File: src/rtl/cjbrisc_hw_stack_pkg.sv
//------------------------------------------------------------------------------
// Module  : cjbrisc_hw_stack_pkg
// Brief   : Shared cjbRISC stack constants and stack-operation encoding.
// Revision: 1.0 - initial release
//------------------------------------------------------------------------------
`default_nettype none

package cjbrisc_hw_stack_pkg;

  localparam int DEFAULT_WIDTH = 8;
  localparam int DEFAULT_DEPTH = 8;

  // Encoding matches the {push,pop} pair so decode is a direct cast.
  typedef enum logic [1:0] {
    OP_NONE    = 2'b00,
    OP_POP     = 2'b01,
    OP_PUSH    = 2'b10,
    OP_REPLACE = 2'b11
  } stack_op_e;

  function automatic stack_op_e decode_op(input logic push, input logic pop);
    return stack_op_e'({push, pop});
  endfunction

endpackage

`default_nettype wire

File: src/rtl/cjbrisc_hw_stack.sv
//------------------------------------------------------------------------------
// Module  : cjbrisc_hw_stack
// Brief   : Hardware LIFO with registered top-of-stack and zero read latency.
//           Macro CJBRISC_STACK_ERR_EN builds sticky overflow/underflow flags.
// Revision: 1.0 - initial release
//------------------------------------------------------------------------------
`default_nettype none

module cjbrisc_hw_stack
  import cjbrisc_hw_stack_pkg::*;
#(
  parameter int WIDTH = DEFAULT_WIDTH,
  parameter int DEPTH = DEFAULT_DEPTH
) (
  input  logic                       Clock,
  input  logic                       Reset,
  input  logic                       push,
  input  logic                       pop,
  input  logic [WIDTH-1:0]           din,
  output logic [WIDTH-1:0]           dout,
  output logic [$clog2(DEPTH):0]     level,
  output logic                       empty,
  output logic                       full,
  output logic                       ovf_err,
  output logic                       unf_err
);

  localparam int AW  = $clog2(DEPTH);
  localparam int SPW = AW + 1;

  logic [WIDTH-1:0] r_mem [DEPTH];
  logic [SPW-1:0]   r_sp;
  logic [WIDTH-1:0] r_dout;

  logic [SPW-1:0]   w_sp_nxt;
  logic [WIDTH-1:0] w_dout_nxt;
  logic             w_we;
  logic [AW-1:0]    w_waddr;
  logic             w_ovf_set;
  logic             w_unf_set;
  logic             w_empty;
  logic             w_full;
  logic [SPW-1:0]   w_sp_m1;
  logic [SPW-1:0]   w_sp_m2;
  stack_op_e        w_op;

  assign w_empty = (r_sp == '0);
  assign w_full  = (r_sp == SPW'(DEPTH));
  assign w_sp_m1 = r_sp - SPW'(1);
  assign w_sp_m2 = r_sp - SPW'(2);
  assign w_op    = decode_op(push, pop);

  always_comb begin
    w_sp_nxt   = r_sp;
    w_dout_nxt = r_dout;
    w_we       = 1'b0;
    w_waddr    = r_sp[AW-1:0];
    w_ovf_set  = 1'b0;
    w_unf_set  = 1'b0;
    case (w_op)
      OP_PUSH: begin
        if (w_full) begin
          w_ovf_set = 1'b1;
        end else begin
          w_we       = 1'b1;
          w_sp_nxt   = r_sp + SPW'(1);
          w_dout_nxt = din;
        end
      end
      OP_POP: begin
        if (w_empty) begin
          w_unf_set = 1'b1;
        end else begin
          w_sp_nxt   = w_sp_m1;
          // Prefetch the entry beneath the top so dout is valid right after the pop.
          w_dout_nxt = (r_sp == SPW'(1)) ? '0 : r_mem[w_sp_m2[AW-1:0]];
        end
      end
      OP_REPLACE: begin
        w_we       = 1'b1;
        w_dout_nxt = din;
        if (w_empty) begin
          w_sp_nxt = SPW'(1);
        end else begin
          w_waddr = w_sp_m1[AW-1:0];
        end
      end
      default: begin
      end
    endcase
  end

  always_ff @(posedge Clock) begin
    if (Reset) begin
      r_sp   <= '0;
      r_dout <= '0;
    end else begin
      r_sp   <= w_sp_nxt;
      r_dout <= w_dout_nxt;
    end
  end

  // Storage is intentionally not reset; entries are unreachable while empty.
  always_ff @(posedge Clock) begin
    if (w_we && !Reset) begin
      r_mem[w_waddr] <= din;
    end
  end

`ifdef CJBRISC_STACK_ERR_EN
  logic r_ovf_err;
  logic r_unf_err;

  always_ff @(posedge Clock) begin
    if (Reset) begin
      r_ovf_err <= 1'b0;
      r_unf_err <= 1'b0;
    end else begin
      r_ovf_err <= r_ovf_err | w_ovf_set;
      r_unf_err <= r_unf_err | w_unf_set;
    end
  end

  assign ovf_err = r_ovf_err;
  assign unf_err = r_unf_err;
`else
  logic w_unused_err;
  assign w_unused_err = w_ovf_set ^ w_unf_set;
  assign ovf_err      = 1'b0;
  assign unf_err      = 1'b0;
`endif

  assign dout  = r_dout;
  assign level = r_sp;
  assign empty = w_empty;
  assign full  = w_full;

endmodule

`default_nettype wire

File: config.mk
export PLATFORM = sky130hd
export DESIGN_NAME = cjbrisc_hw_stack
export DESIGN_NICKNAME = d
export VERILOG_FILES = /design/src/rtl/cjbrisc_hw_stack_pkg.sv /design/src/rtl/cjbrisc_hw_stack.sv
export SDC_FILE = /design/constraint.sdc
export NUM_CORES = 1
export LEC_CHECK = 0
export CAP_MARGIN = 20
export CORE_ASPECT_RATIO = 1.5
export CORE_MARGIN = 4
export CORE_UTILIZATION = 45
export CTS_CLUSTER_SIZE = 30
export DETAILED_ROUTE_END_ITERATION = 8
export SYNTH_ARGS = -nofsm -noshare
export SYNTH_HDL_FRONTEND = slang
export SYNTH_SLANG_ARGS = --single-unit
export TNS_END_PERCENT = 10
File: constraint.sdc
create_clock -name Clock -period 4.5 [get_ports Clock]
set_input_delay 1.125 -clock Clock [delete_from_list [all_inputs] [get_ports Clock]]
set_output_delay 1.125 -clock Clock [all_outputs]
set_load 0.05 [all_outputs]
# Yosys cells after proc, flatten, opt, wreduce, memory -nomap -nowiden
# Memory sizes are Yosys's and may differ from the RTL's.
# Index checks and enable logic that the tools add are counted.
[op_classes] reduce_logical=6 n_mul=0 bitwise_logic=0 n_eq_ne=8 magnitude_cmp=0 muxes=14 shift=0 n_div=0 n_addsub=3
[ops] op="8-bit 2-to-1 mux" n=3
[ops] op="8-bit case mux with 3 select lines" n=1
[ops] op="4-bit 2-to-1 mux" n=3
[ops] op="4-bit case mux with 3 select lines" n=1
[ops] op="3-bit 2-to-1 mux" n=2
[ops] op="2-bit != test (second input constant)" n=3
[ops] op="4-bit by 1-bit adder with 4-bit output (second input constant)" n=1
[ops] op="2-bit == test (second input constant)" n=2
[ops] op="4-bit by 1-bit == test with 1-bit output (second input constant)" n=1
[ops] op="4-bit == test (second input constant)" n=1
[ops] op="4-bit zero test" n=1
[ops] op="4-bit AND reduction" n=1
[ops] op="4-bit by 1-bit subtractor with 4-bit output (second input constant)" n=1
[ops] op="1-bit 2-to-1 mux" n=3
[ops] op="3-bit AND reduction" n=1
[ops] op="3-bit nonzero test" n=1
[ops] op="3-bit by 2-bit subtractor with 3-bit output (second input constant)" n=1
[ops] op="2-bit by 1-bit == test with 1-bit output (second input constant)" n=1
[ops] op="1-bit case mux with 2 select lines" n=1
[ops] op="1-bit logical AND" n=1
[ops] op="1-bit zero test" n=1
[word_totals] reg_bits=12 input_bits=12 ram_bits=64 latchBits=0 romBits=0 memories=1 wordCells=34
[memory_table] name="r_mem" words=8 width=8 read_ports=1 rd_clocked_by_memory_dff=0 wr=1 line_no="cjbrisc_hw_stack.sv:31" rtl="logic [WIDTH-1:0] r_mem [DEPTH];"

# Depth between registers and ports, before layout
# Gate-level depths: netlist (run 1).
[depth] ltp_word=6 ltp_mapped=9 mapped_depth_nobuf=6

# Least setup slack after synthesis (run 1)
# OpenSTA, ideal clock, no wires.
[synth_path] path_kind="reg2reg" from="reg r_sp[1], in the netlist level[1]" to="mem r_mem[6][0] in the netlist's numbering, enable pin" arrival_ns=2.651 synth_period_minus_slack_ns=3.034 path_stages_with_launch=7 required_ns=4.117 slack_ns=1.466 path_cell_list="dfxtp_1 > inv_1 > ha_1 > nor3b_4 > or3_1 > o21a_1 > nor3_1"
[synth_rtl] element="start: declaration" line_no="cjbrisc_hw_stack.sv:32" rtl="logic [SPW-1:0] r_sp;"
[synth_rtl] element="start signal: assignment" line_no="cjbrisc_hw_stack.sv:98" rtl="r_sp <= w_sp_nxt;"
[synth_rtl] element="4-bit zero test" line_no="cjbrisc_hw_stack.sv:47" rtl="assign w_empty = (r_sp == '0);"
[synth_rtl] element="via empty" line_no="cjbrisc_hw_stack.sv:22" rtl="output logic empty,"
[synth_rtl] element="3-bit 2-to-1 mux" line_no="cjbrisc_hw_stack.sv:82" rtl="if (w_empty) begin"
[synth_rtl] element="3-bit 2-to-1 mux" line_no="cjbrisc_hw_stack.sv:60" rtl="case (w_op)"
[synth_rtl] element="end: declaration" line_no="cjbrisc_hw_stack.sv:31"
# The timed path passes the listed nets, and every way through them passes these cells.

# Worst setup path after layout (run 1)
[layout_path] from="reg r_sp[1], in the netlist level[1]" to="out empty"
[layout_between] elab_chain_len=1
[layout_rtl] element="4-bit zero test" line_no="cjbrisc_hw_stack.sv:47"
[layout_rtl] element="end: declaration" line_no="cjbrisc_hw_stack.sv:22"
# No other way between the ends.

==> flow_summary.ini, run 1 <==
[sta]
finalSetupTns_ns = 0
fmax_ghz = 0.274
relSlewSlack_pct = 54.4
worst_slew_pin_slew_ns = 0.682
post-route-min-period_ns = 3.65
setup_violations = 0
skew_ns = 0.00829
maxSlewViolCount = 0
hold_viol = 0
fin_crit_sh_pct = 81.1
rsz0062_at_grt = no
holdWs_ns = 0.520

[grt]
track_usage_pct = 17.8
grt_max_degree = 44
grt_pass1_wl_um = 11700
antenna_found_initial = 0
grt_overflow = 0
grt_pass1_vias = 2129

[route]
wl_per_cell_um = 20.2
postRouteAntennaNets = 0
vias = 2109
first_pass_iters = 4
drt_drc_violations_left = 0
drt_iter0_drc = 137
via_per_inst = 5.61
wl_um = 7610

[floorplan]
dieArea_mm2 = 0.00907
core_area_mm2 = 0.00732
ioPinCount = 28
rows = 38
die_width_um = 79.1
initial_utilization_pct = 46.6
die_y_um = 115

[flow_run]
cap_violations = 0

[final_layout]
fin_area_mm2 = 0.00396
nFillCells = 677
diodes = 0
areaGrowthSynthToFinish_pct = 16.0
nNetsFinal = 290
drive_gt1_share_pct = 11.6

[clock_tree]
cts_max_level = 3
clock_path_buffers = 2
cts_setup_buffers = 0
cts_buffers = 9
holdBufCountCts = 0
clock-root-buffer = clkbuf_8
post_cts_resized = 0
clk_latency_ns = 0.34
cts_sinks = 76
clk_pin_slew_ns = 0.07
cts_tree = done

[pwr]
finalPower_mw = 2.06
ir_drop_mv = 0.249
p_leak_nw = 1.31
powerDensity_mw_per_mm2 = 521

[synthesis]
async_reset_ff_share_pct = 0
ys.flop_type = edfxtp_1
synth_common_cells = edfxtp_1 (64), mux2i_1 (33), a22oi_1 (16)
ys_warn_count = 0
netlist.area_leader.share_pct = 56.3
netlist.top_cell.by_area = edfxtp_1
ys_types = 46
yosys_register_bits = 76
synth_area_leaders = edfxtp_1 (56%), mux2i_1 (9.7%), dfxtp_1 (7.0%)
synth_edf_count = 64
synth_most_common_cell = edfxtp_1
syn-cell-area_mm2 = 0.00341
synthesis.instances = 243
syn_avg_cell_area_um2 = 14.1
ys_seq_area_share_pct = 63.3

[setup_path]
critical_path_class = reg2out
crit_path_start_kind = register
cp_max_fo = 10
endpoint_kind = output port
cp.required_ns = 3.38
rr_endpoint = r_mem[3][3]
worstPathArrival_ns = 2.53
r2r_setup_slack_ns = 1.90
r2r-start = level[1]
rr_worst_depth = 6

[placed_design]
dpl.hpwl_um = 5120
io_buffers = 25
gp_congestion = 0.856
placed_area_mm2 = 0.00375

[hold_path]
min_from = dout[5]
hp-class = reg2reg
hold_end = dout[5]
hold_path_depth = 2

[status]
status = completed
power breakdown:
part | switching (mW) | leakage, nW | internal [mW]
combinational | 0.429 | 0.533 | 0.240
sequential | 0.0267 | 0.678 | 0.820
clock | 0.238 | 0.103 | 0.311
through the flow:
stage                     util [%]  setup WS (ns)  cells
after floorplan                  -           1.47    244
after global placement        51.2          0.929    360
after detailed placement      51.2          0.895    360
after CTS                     54.1          0.827    376
after global routing          54.1          0.715    376
final                         54.1          0.848    376
registers in the layout, indices dropped and copies added, names as in the netlist:
signal	cells
level	4
r_mem	64
dout	8
placed cells by master, fill, tap and decap left out, types with 4 or more instances in the layout:
master and count:
a211oi_1 10, a21oi_1 11, a22oi_1 16, a32oi_1 8
and3_1 4, buf_4 6, clkbuf_8 9, clkdlybuf4s50_1 25
dfxtp_1 11, edfxtp_1 64, ha_1 7, inv_1 6
mux2i_1 33, nand2_1 4, nor2_1 6, nor3_1 8
o21ai_0 6
layout make-up:
type | count | area (um2) | area share, %
Timing Repair Buffer | 31 | 295 | 7.45
Multi-Input combinational cell | 146 | 1140 | 28.8
Clock inverter | 5 | 77.6 | 1.96
Sequential cell | 76 | 2160 | 54.6
Inverter | 7 | 26.3 | 0.663
Clock buffer | 11 | 131 | 3.32
Tap cell | 100 | 125 | 3.16
layer usage:
layer / wire, um / vias up / GRT usage [%]
li1: - / 1015 / -
met1: 2980 / 1031 / 19.4
met2: 4080 / 50 / 32.1
met3: 332 / 13 / 4.25
met4: 220 / 0 / 8.60
met5: 0 / - / 0
logic make-up after synthesis:
kind of cell / count (synthesis) / synth area share (%)
AO/OA/AOI/OAI: 68 / 14.7
XOR/XNOR: 1 / 0.257
adder cells (fa/ha/maj): 7 / 2.56
buffers and inverters: 22 / 3.33
flip-flops: 76 / 63.3
multiplexers: 34 / 10.0
other: 1 / 0.110
AND/OR/NAND/NOR: 34 / 5.68
worst max-delay path: stages, from the launching register on:
cell and delay (ns):
dfxtp_1 0.42, inv_1 0.21, ha_1 0.26, nor3b_4 0.42, clkdlybuf4s50_1 0.89
worst max-delay path by stage:
| stage | from | end | slack, ns | cells past startpoint |
|---|---|---|---|---|
| 2_1_floorplan | level[1] | r_mem[6][0] | 1.47 | 6 |
| 3_3_place_gp | pop | r_mem[3][6] | 0.93 | 5 |
| 3_5_place_dp | pop | r_mem[3][1] | 0.90 | 5 |
| 4_1_cts | level[1] | empty | 0.83 | 4 |
| 5_1_grt | level[1] | empty | 0.72 | 4 |
| 6_report | level[1] | empty | 0.85 | 4 |
No activity file was read; power rests on OpenSTA's default activity.
==> inputs of run 2 (changes only) <==
--- a/config.mk
+++ b/config.mk
@@ -11,6 +11,7 @@
 export CORE_UTILIZATION = 45
 export CTS_CLUSTER_SIZE = 30
 export DETAILED_ROUTE_END_ITERATION = 8
+export PLACE_DENSITY = 0.67
 export SYNTH_ARGS = -nofsm -noshare
 export SYNTH_HDL_FRONTEND = slang
 export SYNTH_SLANG_ARGS = --single-unit
==> constraint.sdc (replaced) <==
create_clock -name Clock -period 3.14 [get_ports Clock]
set_input_delay 0.785 -clock Clock [delete_from_list [all_inputs] [get_ports Clock]]
set_output_delay 0.785 -clock Clock [all_outputs]
set_load 0.05 [all_outputs]
==> run 2 against run 1 <==
Compared with the run above: final area rose by 2.7%; flip-flop and latch count did not move; sequential share of layout area fell by 1.5 points; hold slack got worse by 0.0032 ns; clock skew barely moved; critical path depth did not move; via count rose by 4.1%; first-iteration DRC count rose by 20%; clock power rose by 57%; sequential power rose by 43%; worst setup slack got worse by 0.65 ns; critical path type unchanged; largest cell class unchanged; largest power group unchanged.
==> flow_summary.ini, run 2 (synthesis results as in run 1) <==
[placed_design]
dp_cells = 372
gp_congestion = 0.848
placed_area_mm2 = 0.00384
io_buffers = 25
dpl.hpwl_um = 5300

[clock_tree]
clock_path_buffers = 2
cts_sinks = 76
holdBufCountCts = 0
cts_buffers = 9
cts_setup_buffers = 0
cts_tree = done
post_cts_resized = 1
cts_max_level = 3
clk_latency_ns = 0.35
clk_pin_slew_ns = 0.07
clock-root-buffer = clkbuf_8

[sta]
post-route-min-period_ns = 2.95
rsz0062_at_grt = no
relSlewSlack_pct = 52.2
fin_crit_sh_pct = 93.8
maxSlewViolCount = 0
setup_violations = 0
skew_ns = 0.00828
fmax_ghz = 0.340
hold_viol = 0
finalSetupTns_ns = 0
worst_slew_pin_slew_ns = 0.715
holdWs_ns = 0.517

[setup_path]
endpoint_kind = output port
worstPathArrival_ns = 2.16
cp.required_ns = 2.35
cp_slowest_stage_delay_ns = 0.57
critical_path_class = reg2out
crit_path_top_delay_cell = dlygate4sd2_1
crit_path_start_kind = register
path_cells = inv_1, ha_1, and3b_1, dlygate4sd2_1
cp_max_fo = 10

[floorplan]
rows = 38
core_area_mm2 = 0.00732
ioPinCount = 28
initial_utilization_pct = 46.6
die_y_um = 115
die_width_um = 79.1
dieArea_mm2 = 0.00907

[pwr]
p_seq_share_pct = 39.7
swShare_pct = 32.5
ir_drop_mv = 0.475
powerDensity_mw_per_mm2 = 751
clock_power_share_pct = 28.1
p_leak_nw = 1.40
power_frac_comb_pct = 32.1
power.net_switching_mw = 0.992
intPower_mw = 2.06

[hold_path]
hp-class = reg2reg

[route]
postRouteAntennaNets = 0
via_per_inst = 5.66
wl_um = 7540
first_pass_iters = 4
vias = 2196
drt_iter0_drc = 164
wl_per_cell_um = 19.4
drt_drc_violations_left = 0

[final_layout]
largest-register = r_mem
areaGrowthSynthToFinish_pct = 19.2
largest_reg_flops = 64
nNetsFinal = 302
fin_area_mm2 = 0.00407
drive_gt1_share_pct = 15.6
diodes = 0
stdcell_count = 388
nFillCells = 654
layout.cells.most_common = edfxtp_1
layout_common_cells = edfxtp_1 (64), mux2i_1 (33), clkdlybuf4s50_1 (23)

[status]
status = completed

[grt]
grt_pass1_vias = 2143
grt_max_degree = 44
gr-max-usage-layer = met2
gr-usage-met1_pct = 20.1
antenna_found_initial = 0
grtUsageMet2_pct = 30.8
grtUsageMet3_pct = 3.54
grt_overflow = 0
track_usage_pct = 17.8
grt_pass1_wl_um = 11500

[flow_run]
cap_violations = 0
## run 2: changes by cell type in the layout (fill, tap and decap cells not counted), sizes merged
cell and change:
buf +13, clkdlybuf4s50 -2, bufinv +1, dlygate4sd2 +1, clkinvlp -1
## run 2: path summary, 6_finish.rpt
path | start | endpoint | slack, ns | cells past startpoint
max | level[1] | full | 0.19 | 4
min | dout[5] | dout[5] | 0.52 | 2
max reg2reg | level[1] | r_mem[5][1] | 0.44 | 7
min reg2reg | dout[5] | dout[5] | 0.52 | 2
## run 2: layer usage
metal	vias up	part of all wire, %
li1	1032	-
met1	1078	40
met2	70	53
met3	16	4.3
met4	0	3.0
met5	-	0
## run 2: cell type report
| type | count | area, um2 | share of cell area, % |
|---|---|---|---|
| Inverter | 7 | 26.3 | 0.646 |
| Multi-Input combinational cell | 146 | 1140 | 28.1 |
| Clock inverter | 5 | 100 | 2.46 |
| Clock buffer | 11 | 131 | 3.23 |
| Tap cell | 100 | 125 | 3.07 |
| Sequential cell | 76 | 2160 | 53.2 |
| Timing Repair Buffer | 43 | 382 | 9.38 |
## run 2: critical path, delay by kind of cell, from the launching register on
family,cells,cell delay (ns)
buf+inv,2,0.79
fa+ha+maj,1,0.26
simple gates,1,0.33
flops,1,0.43
## run 2: power by group through the flow
stage | Sequential [mW] | Combinational (mW) | Clock [mW]
after detailed placement | 1.24 | 0.984 | 0
after CTS | 1.21 | 0.988 | 0.875
after global routing | 1.22 | 1.06 | 0.922
final | 1.21 | 0.981 | 0.860
after floorplan | 1.35 | 0.596 | 0
after global placement | 1.24 | 0.977 | 0
## run 2: per-stage QoR
stage	util, %	setup WS (ns)	power (mW)
after floorplan	-	0.106	1.94
after global placement	52.4	0.286	2.21
final	55.6	0.195	3.05
after CTS	55.6	0.156	3.08
after global routing	55.6	0.0735	3.20
after detailed placement	52.4	0.257	2.22
